`config.mk`:
```
export PLATFORM = sky130hd
export DESIGN_NAME = check_table
export DESIGN_NICKNAME = d
export VERILOG_FILES = /design/src/rtl/checker_pkg.sv /design/src/rtl/check_table.sv
export SDC_FILE = /design/constraint.sdc
export NUM_CORES = 1
export LEC_CHECK = 0
export CELL_PAD_IN_SITES_DETAIL_PLACEMENT = 2
export CELL_PAD_IN_SITES_GLOBAL_PLACEMENT = 2
export CORE_AREA = 5 5 163 165
export CTS_CLUSTER_DIAMETER = 80
export DETAILED_ROUTE_END_ITERATION = 7
export DIE_AREA = 0 0 168 170
export GPL_TIMING_DRIVEN = 0
export PLACE_DENSITY_LB_ADDON = 0.1
export SETUP_SLACK_MARGIN = 0.5
export SLEW_MARGIN = 0
export SYNTH_ARGS = -nofsm -noshare
export SYNTH_HDL_FRONTEND = slang
export SYNTH_SLANG_ARGS = --single-unit
```
`constraint.sdc`:
```
create_clock -name clk -period 2.7 [get_ports clk]
set_clock_uncertainty 0.2 [all_clocks]
set_input_delay 0.54 -clock clk [delete_from_list [all_inputs] [get_ports clk]]
set_output_delay 0.54 -clock clk [all_outputs]
set_load 0.1 [all_outputs]
```
`src/rtl/checker_pkg.sv`:
```
// Shared types for the end-of-test register checker: FSM state encoding and
// default parameter values used by the checker modules.
package checker_pkg;

    typedef enum logic [1:0] {
        ST_IDLE  = 2'd0,
        ST_COUNT = 2'd1,
        ST_CHECK = 2'd2,
        ST_DONE  = 2'd3
    } state_t;

    localparam int DEF_DATA_W     = 32;
    localparam int DEF_ADDR_W     = 5;
    localparam int DEF_NUM_CHECKS = 8;
    localparam int DEF_CYC_W      = 32;

endpackage

```
`src/rtl/check_table.sv`:
```
// Expected-value table: one write port, one combinational read port by index.
// Only the valid bits are reset; addr/value contents survive reset.
module check_table
    import checker_pkg::*;
#(
    parameter int DATA_W     = DEF_DATA_W,
    parameter int ADDR_W     = DEF_ADDR_W,
    parameter int NUM_CHECKS = DEF_NUM_CHECKS,
    parameter int IDX_W      = 3
) (
    input  logic              clk,
    input  logic              rst,
    input  logic              wr_en,
    input  logic [IDX_W-1:0]  wr_idx,
    input  logic              wr_valid,
    input  logic [ADDR_W-1:0] wr_addr,
    input  logic [DATA_W-1:0] wr_value,
    input  logic [IDX_W-1:0]  rd_idx,
    output logic              rd_valid,
    output logic [ADDR_W-1:0] rd_addr,
    output logic [DATA_W-1:0] rd_value
);

    typedef struct packed {
        logic              valid;
        logic [ADDR_W-1:0] addr;
        logic [DATA_W-1:0] value;
    } entry_t;

    logic [NUM_CHECKS-1:0] valid_q, valid_d;
    logic [ADDR_W-1:0]     addr_q  [NUM_CHECKS];
    logic [ADDR_W-1:0]     addr_d  [NUM_CHECKS];
    logic [DATA_W-1:0]     value_q [NUM_CHECKS];
    logic [DATA_W-1:0]     value_d [NUM_CHECKS];
    logic                  wr_hit;
    logic                  rd_hit;
    entry_t                rd_entry;

    // Indices past the end of the table are silently dropped.
    assign wr_hit = wr_en && (32'(wr_idx) < NUM_CHECKS);
    assign rd_hit = 32'(rd_idx) < NUM_CHECKS;

    always_comb begin
        valid_d = valid_q;
        addr_d  = addr_q;
        value_d = value_q;
        if (wr_hit) begin
            valid_d[wr_idx] = wr_valid;
            addr_d[wr_idx]  = wr_addr;
            value_d[wr_idx] = wr_value;
        end
    end

    always_ff @(posedge clk or posedge rst) begin
        if (rst) begin
            valid_q <= '0;
        end else begin
            valid_q <= valid_d;
        end
    end

    always_ff @(posedge clk) begin
        addr_q  <= addr_d;
        value_q <= value_d;
    end

    always_comb begin
        rd_entry = '0;
        if (rd_hit) begin
            rd_entry.valid = valid_q[rd_idx];
            rd_entry.addr  = addr_q[rd_idx];
            rd_entry.value = value_q[rd_idx];
        end
    end

    assign rd_valid = rd_entry.valid;
    assign rd_addr  = rd_entry.addr;
    assign rd_value = rd_entry.value;

endmodule

```
==> summary.md, run 1 <==
| Metric | Value |
|---|---|
| Post-synthesis simple-gate area fraction | 0.00683 |
| Fin crit period | 2790 ps |
| Crit Path Class | in -> out |
| EDFF count, synth | 296 |
| Most frequent cells after synthesis | edfxtp_1, mux4_2, mux2_2, clkbuf_1, dfrtp_1 |
| Initial antenna violation count | 5 |
| YS warnings | 0 |
| Syn_nets | 507 |
| Multiplexer share of the synthesized area | 0.193 |
| Failing checks | setup timing |
| Seq/Total Area, Yosys | 0.788 |
| DR DRC count | 0 |
| Final setup viols | 22 |
| Count of pins over their slew limit | 0 |
| Share of layout cells above drive strength 1 | 0.404 |
| Initial Util | 0.464 |
| Power Density | 730 mW/mm2 |
| Ys flop type | edfxtp_1 |
| Leakage | 5.01 nW |
| RePlAce Congestion | 0.691 |
| Synth Instances | 460 |
| Final non-filler cell total | 952 |
| Root Driver | clkbuf_16 |
| DR vias | 5501 |
| DR top layer | met5 |
| Buffers from clock root to sink, at most | 3 |
| Pwr Total | 10.9 mW |
| Via/cell ratio | 5.78 |
| Flops & latches, synth | 304 |
| Synth unique cells | 13 |
| Tcrit/Tclk final | 1.03 |
| Iter 0 DRT Violations | 547 |
| Post-synthesis adder-cell area fraction | 0 |
| Crit path max fanout | 5 |
| Worst relative slew slack | 0.337 |
| Yosys top cell area share | 0.770 |
| Core ar. | 0.0249 mm2 |
| Worst slew pin tran | 994 ps |
| Setup WS pre-CTS | -1250 ps |
| Chip width | 168 um |
| Placed cells | 878 |
| Startpoint Class | input pin |
| FFs w/ async S/R, synth | 0.0263 |
| Maximum vdd ir drop | 0.000567 V |
| CP Data Required Time | 1960 ps |
| HPWL Detailed | 16800 um |
| WL/cell | 32.2 um |
| Chip height | 170 um |
| Largest family of logic cells by synthesized area | multiplexers |
| Reg clk slew, reported paths | 60 ps |
| Setup crit end kind | output port |
| Met3 wire len | 1670 um |
| Data arrival time of the worst path | 2050 ps |
| Routed metal-1 wirelength | 12700 um |
| Site Rows | 58 |
| Final Routed Wirelength | 30700 um |
| First-pass GRT wire length | 45100 um |
| Area of the die | 0.0286 mm2 |
| RSZ-0062 raised after global routing | true |
| Synthesized area | 0.0115 mm2 |
| Ports | 85 |
| CTS Buf Count | 31 |
| Drt pass-1 iters | 5 |
| Largest net degree at the start of global routing | 24 |
| Xor/xnor share of the synthesized area | 0 |
| Post-DRT Antenna Nets | 0 |
| Worst Hold Class | in -> async |
| Total gr overflow | 0 |
| Final worst setup slack | -88.1 ps |
| Synth area leaders | edfxtp_1, mux4_2, mux2_2 |
| Clk_lat worst skew | 540 ps |
| Fin nets | 647 |
| Vias in the first global route | 6232 |
| Maximum capacitance violations | 0 |
| Synth Area in Compound Gates | 0 |
| CTS H-tree depth | 1 |
| Most frequent cell after synthesis | edfxtp_1 |
| Area leader, netlist | edfxtp_1 |
| Peak Freq | 359 MHz |
| Met2 WL post-DR | 15900 um |
| Clk sinks | 304 |
| Mean Syn Cell Area | 25.1 um2 |
| Status | finished with violations |
| Hold Violations, Final | 0 |
| CTS tree | built |
| Gr usage total | 0.217 |
| P&R area growth vs syn | 28.8% |
| Flop-to-flop setup slack | 1720 ps |
| Port bufs | 81 |
-- per-layer routing --
layer / global-route usage / up-vias
met5: 0 / -
met4: 0.0360 / 2
met3: 0.0434 / 31
met2: 0.376 / 190
met1: 0.295 / 3001
li1: - / 2277
-- layout make-up --
| cell class | count | area [um2] |
|---|---|---|
| Timing Repair Buffer | 104 | 1620 |
| Inverter | 5 | 21.3 |
| Clock inverter | 16 | 92.6 |
| Buffer | 21 | 300 |
| Sequential cell | 304 | 9090 |
| Antenna cell | 1 | 2.50 |
| Multi-Input combinational cell | 133 | 2520 |
| Fill cell | 1907 | 10000 |
| Clock buffer | 38 | 802 |
| Tap cell | 330 | 413 |
-- sequential cells by signal (all words and copies together), names as in the netlist --
signal	count
valid_q	8
value_q	256
addr_q	40
-- report_power, final --
group	internal (mW)	switching, mW	leakage (nW)	total (mW)
combinational	0.657	0.885	1.79	1.54
clock	2.18	1.71	0.440	3.88
sequential	5.36	0.0638	2.78	5.43
-- kinds of logic (layout without fill, tap and decap cells) --
family,after synthesis,in the layout
DFF,304,304
muxes,122,122
buffers and inverters,26,184
and+or+nand+nor,8,11
other,0,1
-- worst paths after layout --
path                            startpoint    endpoint  cells after the start
min in group clk                valid_q[0]  valid_q[0]                      1
worst max register to register  valid_q[4]  valid_q[4]                      1
worst max-delay path             rd_idx[0]  rd_addr[3]                      7
max in group asynchronous              rst  valid_q[2]                      2
worst min-delay path                   rst  valid_q[4]                      2
worst min register to register  valid_q[0]  valid_q[0]                      1
-- critical path, cell delays in order --
cell and delay (ps):
clkbuf_16 130, buf_16 140, buf_12 110, buf_16 120
mux4_2 520, mux2_4 310, buf_12 170
-- cell usage in the layout (no fill, tap or decap) --
cell type,synthesis,layout
clkbuf_16,0,35
diode_2,0,1
clkbuf_8,0,3
nor4b_4,0,1
dfrtp_1,8,8
clkinv_2,0,5
clkdlybuf4s50_1,0,39
buf_8,0,3
buf_4,0,5
mux2_4,0,38
clkbuf_1,10,8
nand4b_1,3,3
clkinv_1,0,10
inv_1,5,1
inv_4,0,1
clkbuf_4,0,2
nand4_1,1,1
mux2_2,46,8
and4bb_4,0,4
bufinv_16,0,1
mux4_2,76,76
edfxtp_1,296,296
buf_12,0,53
inv_2,0,3
buf_2,4,1
dlygate4sd2_1,0,4
clkbuf_2,0,4
buf_16,0,6
and4bb_2,3,2
-- metrics by stage --
step	hold slack (ps)	setup TNS, ps	cell area, um2	utilization
global route	58.1	-1740	14900	0.597
detailed placement	303	-84350	13100	0.527
CTS	41.6	-1470	14700	0.591
finish	55.2	-815	14900	0.597
floorplan	156	0	11800	-
global placement	286	-270560	13000	0.522
-- timing repair --
action                                  CTS  global route
gates cloned                              6             3
pin swaps                                 4             0
buffers inserted                          6             4
endpoints found under the setup margin  145            38
gates resized for setup                 378             8
hold buffers                              0             0
No activity file was read; power rests on OpenSTA's default activity.
==> run 2, diff against run 1 <==
SLEW_MARGIN = default   (was 0)
clock period = 2.8 ns   (was 2.7 ns; I/O delays follow)
==> run 2 against run 1 <==
Against the previous run: the run still ends with setup timing left; largest cell class unchanged; sequential power shrank 4%; critical path depth shrank 4; critical endpoint is now rd_value[28]; clock-buffer cell count is the same.
==> summary.md, run 2 (synthesis results as in run 1) <==
| Metric | Value |
|---|---|
| Worst slew pin tran | 1010 ps (was 994 ps) |
| WP buf/inv | 1 (was 5) |
| Top Family by Delay on Critical Path | multiplexers (unchanged) |
| Pwr Total | 10.4 mW (was 10.9 mW) |
| Chip width | 168 um (unchanged) |
| Initial Util | 0.464 (unchanged) |
| Count of pins over their slew limit | 0 (unchanged) |
| RSZ-0062 raised after global routing | true (unchanged) |
| DR DRC count | 0 (unchanged) |
| Leakage | 4.94 nW (was 5.01 nW) |
| Crit path max fanout | 1 (was 5) |
| Data arrival time of the worst path | 2080 ps (was 2050 ps) |
| Hold Violations, Final | 0 (unchanged) |
| Worst path max stage delay | 560 ps (was 520 ps) |
| Tcrit/Tclk final | 1.01 |
| Sequential share of power | 0.502 (was 0.500) |
| Gr usage total | 0.213 (was 0.217) |
| Post-DRT Antenna Nets | 0 (unchanged) |
| Post-Route Setup TNS | -121 ps (was -815 ps) |
| Failing checks | setup timing (unchanged) |
| Startpoint Class | flip-flop (was input pin) |
| Fin crit period | 2840 ps |
| Sw Ratio | 0.245 (about the same) |
| Area of the die | 0.0286 mm2 (unchanged) |
| Maximum capacitance violations | 0 (unchanged) |
| Worst relative slew slack | 0.328 (was 0.337) |
| CTS tree | built (unchanged) |
| Iter 0 DRT Violations | 543 (was 547) |
| WL/cell | 31.9 um (was 32.2 um) |
| Buffers from clock root to sink, at most | 3 (unchanged) |
| Power Density | 710 mW/mm2 (was 730 mW/mm2) |
| Reg clk slew, reported paths | 60 ps (about the same) |
| First-pass GRT wire length | 44600 um (was 45100 um) |
| Largest regs | value_q x256, addr_q x40, valid_q x8 (unchanged) |
| Chip height | 170 um (unchanged) |
| CP Data Required Time | 2040 ps (was 1960 ps) |
| Top reg by flops | value_q (unchanged) |
| Most frequent cells in the layout | edfxtp_1, mux4_2, buf_12 (unchanged) |
| Fin nets | 641 (was 647) |
| Final non-filler cell total | 946 (was 952) |
| Final worst setup slack | -38.6 ps (was -88.1 ps) |
| Port bufs | 81 (unchanged) |
| Worst Hold Class | in -> async (unchanged) |
| Clock network fraction of design power | 0.360 (was 0.358) |
| Root Driver | clkbuf_16 (unchanged) |
| CTS Buf Count | 31 (unchanged) |
| Cell area after layout | 0.0147 mm2 (was 0.0149 mm2) |
| Total gr overflow | 0 (unchanged) |
| Drt pass-1 iters | 5 (unchanged) |
| Combinational power share | 0.139 (was 0.142) |
| Placed cells | 878 (unchanged) |
| Site Rows | 58 (unchanged) |
| Clk_lat worst skew | 540 ps (about the same) |
| Crit Path Class | reg -> out (was in -> out) |
| Vias in the first global route | 6299 (was 6232) |
| Status | finished with violations (unchanged) |
| Final setup viols | 5 (was 22) |
| Setup WS pre-CTS | -1190 ps (was -1250 ps) |
| Switching pwr | 2.56 mW (was 2.66 mW) |
| P&R area growth vs syn | 27.3% (was 28.8%) |
| Peak Freq | 352 MHz |
| Core ar. | 0.0249 mm2 (unchanged) |
| RePlAce Congestion | 0.691 (unchanged) |
| Pint | 7.87 mW (was 8.19 mW) |
| Initial antenna violation count | 3 (was 5) |
| Share of layout cells above drive strength 1 | 0.398 (was 0.404) |
| Clk sinks | 304 (unchanged) |
| Slowest cell on crit path | edfxtp_1 (was mux4_2) |
| Commonest non-fill, non-tap cell in the layout | edfxtp_1 (unchanged) |
| Final Routed Wirelength | 30200 um (was 30700 um) |
| Setup crit end kind | output port (unchanged) |
| CTS H-tree depth | 1 (unchanged) |
| Cell Area, Placed | 0.0131 mm2 (unchanged) |
| DR vias | 5499 (was 5501) |
| Max FFs per register | 256 (unchanged) |
| Via/cell ratio | 5.81 (was 5.78) |
| Maximum vdd ir drop | 0.000542 V (was 0.000567 V) |
| Ports | 85 (unchanged) |
| CP Cell Sequence | mux4_2 -> mux2_4 -> buf_12 (was clkbuf_16 -> buf_16 -> buf_12 -> buf_16 -> mux4_2 -> mux2_4 -> buf_12) |
| Largest net degree at the start of global routing | 39 (was 24) |
| HPWL Detailed | 16800 um (unchanged) |
run 2: changes by cell type in the layout (fill, tap and decap cells not counted):
cell | before | now
buf_12 | 53 | 43
buf_6 | 0 | 5
buf_2 | 1 | 3
and4bb_4 | 4 | 3
buf_16 | 6 | 5
clkbuf_16 | 35 | 36
clkbuf_4 | 2 | 1
clkbuf_8 | 3 | 2
inv_2 | 3 | 4
inv_4 | 1 | 0
run 2: final cells by class:
| type | count | area (um2) |
|---|---|---|
| Fill cell | 1924 | 10200 |
| Sequential cell | 304 | 9090 |
| Multi-Input combinational cell | 132 | 2500 |
| Timing Repair Buffer | 99 | 1490 |
| Clock buffer | 38 | 802 |
| Tap cell | 330 | 413 |
| Buffer | 21 | 274 |
| Clock inverter | 16 | 92.6 |
| Inverter | 5 | 18.8 |
| Antenna cell | 1 | 2.50 |
run 2: routing by layer:
metal / vias to the layer above / global-route usage / routed length, um
met5: - / 0 / 13
met4: 2 / 0.0311 / 331
met1: 3034 / 0.294 / 12600
li1: 2259 / - / -
met3: 30 / 0.0337 / 1410
met2: 174 / 0.373 / 15900
run 2: metrics by stage:
stage | utilization | hold WS (ps)
final | 0.590 | 94.8
after CTS | 0.583 | 61.6
after detailed placement | 0.527 | 303
after floorplan | - | 176
after global routing | 0.590 | 88.9
after global placement | 0.522 | 286
run 2: what timing repair did:
item                       in CTS  in global routing
gates cloned                    4                  4
hold buffers                    0                  0
setup buffers                   4                  1
pin swaps                       4                  0
setup endpoints to repair     137                 38
resized for setup             349                 16
run 2: path summary, 6_finish.rpt:
path | from | depth (start not counted) | slack, ps | endpoint
min in group clk | valid_q[0] | 1 | 320 | valid_q[0]
setup reg to reg | valid_q[4] | 1 | 1820 | valid_q[4]
hold reg to reg | valid_q[0] | 1 | 320 | valid_q[0]
hold / removal | rst | 2 | 90 | valid_q[4]
setup / recovery | value_q[188] | 3 | -40 | rd_value[28]
max in group asynchronous | rst | 2 | 2050 | valid_q[2]
run 2: power by group through the flow:
stage               combinational [mW]  sequential [mW]  clock [mW]
global placement                  1.19             5.30           0
global route                      1.50             5.24        4.08
CTS                               1.42             5.23        3.82
finish                            1.45             5.23        3.75
floorplan                        0.873             5.29           0
detailed placement                1.24             5.32           0
==> run 3, diff against run 2 <==
SLEW_MARGIN = 30   (was default)
==> run 3 against run 2 <==
Against the previous run: the run now ends clean; clock power is 5% higher; first-iteration DRC count is 18% lower; largest cell class unchanged; register-to-register slack hardly changed; global-route usage is 1.3 points lower; sequential share of layout area is 0.62 points higher; fmax is 2.2% higher; die area stayed put; cell area is 0.99% lower; setup slack better by 60 ps.
==> summary.md, run 3 (synthesis results as in run 1) <==
| Metric | Value |
|---|---|
| Core ar. | 0.0249 mm2 (unchanged) |
| Reg2Reg Depth | 1 (unchanged) |
| Startpoint Class | input pin (was flip-flop) |
| Crit Path Class | in -> out (was reg -> out) |
| Tcrit/Tclk final | 0.992 (was 1.01) |
| Largest regs | value_q x256, addr_q x40, valid_q x8 (unchanged) |
| RSZ-0062 raised after global routing | true (unchanged) |
| DR vias | 5462 (was 5499) |
| Final setup viols | 0 (was 5) |
| Largest net degree at the start of global routing | 39 (unchanged) |
| Multi-input logic area | 0.00250 mm2 (unchanged) |
| Leakage | 4.89 nW (was 4.94 nW) |
| WL/cell | 30.8 um (was 31.9 um) |
| Via/cell ratio | 5.78 (was 5.81) |
| Gr usage total | 0.201 (was 0.213) |
| Worst path max stage delay | 520 ps (was 560 ps) |
| WP buf/inv | 4 (was 1) |
| Register area | 0.00909 mm2 (unchanged) |
| Worst Hold Class | in -> async (unchanged) |
| Site Rows | 58 (unchanged) |
| CP Data Required Time | 2040 ps (about the same) |
| RePlAce Congestion | 0.691 (unchanged) |
| Peak Freq | 360 MHz (was 352 MHz) |
| Commonest non-fill, non-tap cell in the layout | edfxtp_1 (unchanged) |
| Post-DRT Antenna Nets | 0 (unchanged) |
| CP Cell Sequence | clkbuf_16 -> buf_16 -> buf_12 -> mux4_2 -> mux2_4 -> buf_6 (was mux4_2 -> mux2_4 -> buf_12) |
| Drt pass-1 iters | 5 (unchanged) |
| Maximum capacitance violations | 0 (unchanged) |
| Slowest cell on crit path | mux4_2 (was edfxtp_1) |
| Clk_lat worst skew | 530 ps (was 540 ps) |
| Ant diodes | 0 (was 1) |
| Fin crit period | 2780 ps (was 2840 ps) |
| Pwr Total | 10.5 mW (was 10.4 mW) |
| Top Family by Delay on Critical Path | multiplexers (unchanged) |
| Area of the die | 0.0286 mm2 (unchanged) |
| P&R area growth vs syn | 26.0% (was 27.3%) |
| Final non-filler cell total | 945 (was 946) |
| Fin nets | 641 (unchanged) |
| HPWL Detailed | 16700 um (was 16800 um) |
| Top reg by flops | value_q (unchanged) |
| Buffers from clock root to sink, at most | 3 (unchanged) |
| Share of layout cells above drive strength 1 | 0.411 (was 0.398) |
| Worst relative slew slack | 0.494 (was 0.328) |
| Iter 0 DRT Violations | 447 (was 543) |
| Ports | 85 (unchanged) |
| First-pass GRT wire length | 42300 um (was 44600 um) |
| Chip height | 170 um (unchanged) |
| Port bufs | 81 (unchanged) |
| Reg clk slew, reported paths | 60 ps (about the same) |
| Maximum vdd ir drop | 0.000544 V (was 0.000542 V) |
| Power Density | 725 mW/mm2 (was 710 mW/mm2) |
| Setup WS pre-CTS | -1200 ps (was -1190 ps) |
| Crit path depth | 6 (was 3) |
| WHS | 81.0 ps (was 94.8 ps) |
| Vias in the first global route | 6195 (was 6299) |
| Most frequent cells in the layout | edfxtp_1, mux4_2, clkdlybuf4s50_1 (was edfxtp_1, mux4_2, buf_12) |
| Initial Util | 0.464 (unchanged) |
| Crit path max fanout | 10 (was 1) |
| Status | finished, final reports clean (was finished with violations) |
| Initial antenna violation count | 1 (was 3) |
| CTS H-tree depth | 1 (unchanged) |
| Count of pins over their slew limit | 0 (unchanged) |
| Fill cells | 1954 (was 1924) |
| Final Routed Wirelength | 29100 um (was 30200 um) |
| DR DRC count | 0 (unchanged) |
| CTS tree | built (unchanged) |
| Setup crit end kind | output port (unchanged) |
| Total gr overflow | 0 (unchanged) |
| Chip width | 168 um (unchanged) |
| Hold bufs inserted after CTS | 0 (unchanged) |
| Data arrival time of the worst path | 2020 ps (was 2080 ps) |
| Root Driver | clkbuf_16 (unchanged) |
| Hold Violations, Final | 0 (unchanged) |
| Placed cells | 881 (was 878) |
| Clk sinks | 304 (unchanged) |
| Worst slew pin tran | 759 ps (was 1010 ps) |
| Max FFs per register | 256 (unchanged) |
| Final worst setup slack | 21.5 ps (was -38.6 ps) |
| CTS Buf Count | 31 (unchanged) |
run 3: cell count changes in the layout (fill, tap and decap cells not counted), moves of 2 or more:
| cell | change |
|---|---|
| clkbuf_8 | +6 |
| clkinv_1 | -7 |
| inv_4 | +4 |
| buf_12 | -19 |
| clkdlybuf4s50_1 | +4 |
| buf_6 | +16 |
| inv_2 | -4 |
| clkbuf_16 | -2 |
| dlygate4sd2_1 | -4 |
| buf_4 | +7 |
run 3: path summary, 6_finish.rpt:
check | end | start | slack (ps)
min in group clk | valid_q[7] | valid_q[7] | 310
hold / removal | valid_q[2] | rst | 80
setup / recovery | rd_addr[1] | rd_idx[0] | 20
max in group asynchronous | valid_q[3] | rst | 2070
setup reg to reg | valid_q[0] | valid_q[0] | 1820
hold reg to reg | valid_q[7] | valid_q[7] | 310
run 3: area by class of cell:
class	count	area share
inverter	5	0.00198
clock inverter	9	0.00456
sequential	304	0.625
buffer	21	0.0174
multi-input combinational	132	0.172
clock buffer	45	0.0618
tap	330	0.0284
timing repair buffer	99	0.0885
run 3: what timing repair did:
action / 4_1_cts / 5_1_grt
resized for setup: 300 / 31
pin swaps: 0 / 3
setup endpoints to repair: 38 / 49
gates cloned: 1 / 4
setup buffers: 2 / 3
run 3: power by group:
part	switching, mW	internal, mW	leakage, nW	total (mW)
Sequential	0.0600	5.17	2.78	5.23
Combinational	0.825	0.544	1.63	1.37
Clock	1.65	2.29	0.479	3.94
Total	2.53	8.00	4.89	10.5
run 3: per-layer routing:
layer,routed length [um],share of wire,global-route usage
met5,13,0.00045,0
met4,428,0.015,0.0349
met3,1250,0.043,0.0332
met2,15300,0.53,0.349
met1,12100,0.41,0.274
run 3: stage by stage:
step | TNS (ps) | utilization | cell area, um2
3_3_place_gp | -244280 | 0.522 | 13000
6_report | 0 | 0.584 | 14500
4_1_cts | -7.34 | 0.576 | 14300
2_1_floorplan | 0 | - | 11800
5_1_grt | -35.1 | 0.584 | 14500
3_5_place_dp | -43830 | 0.528 | 13200
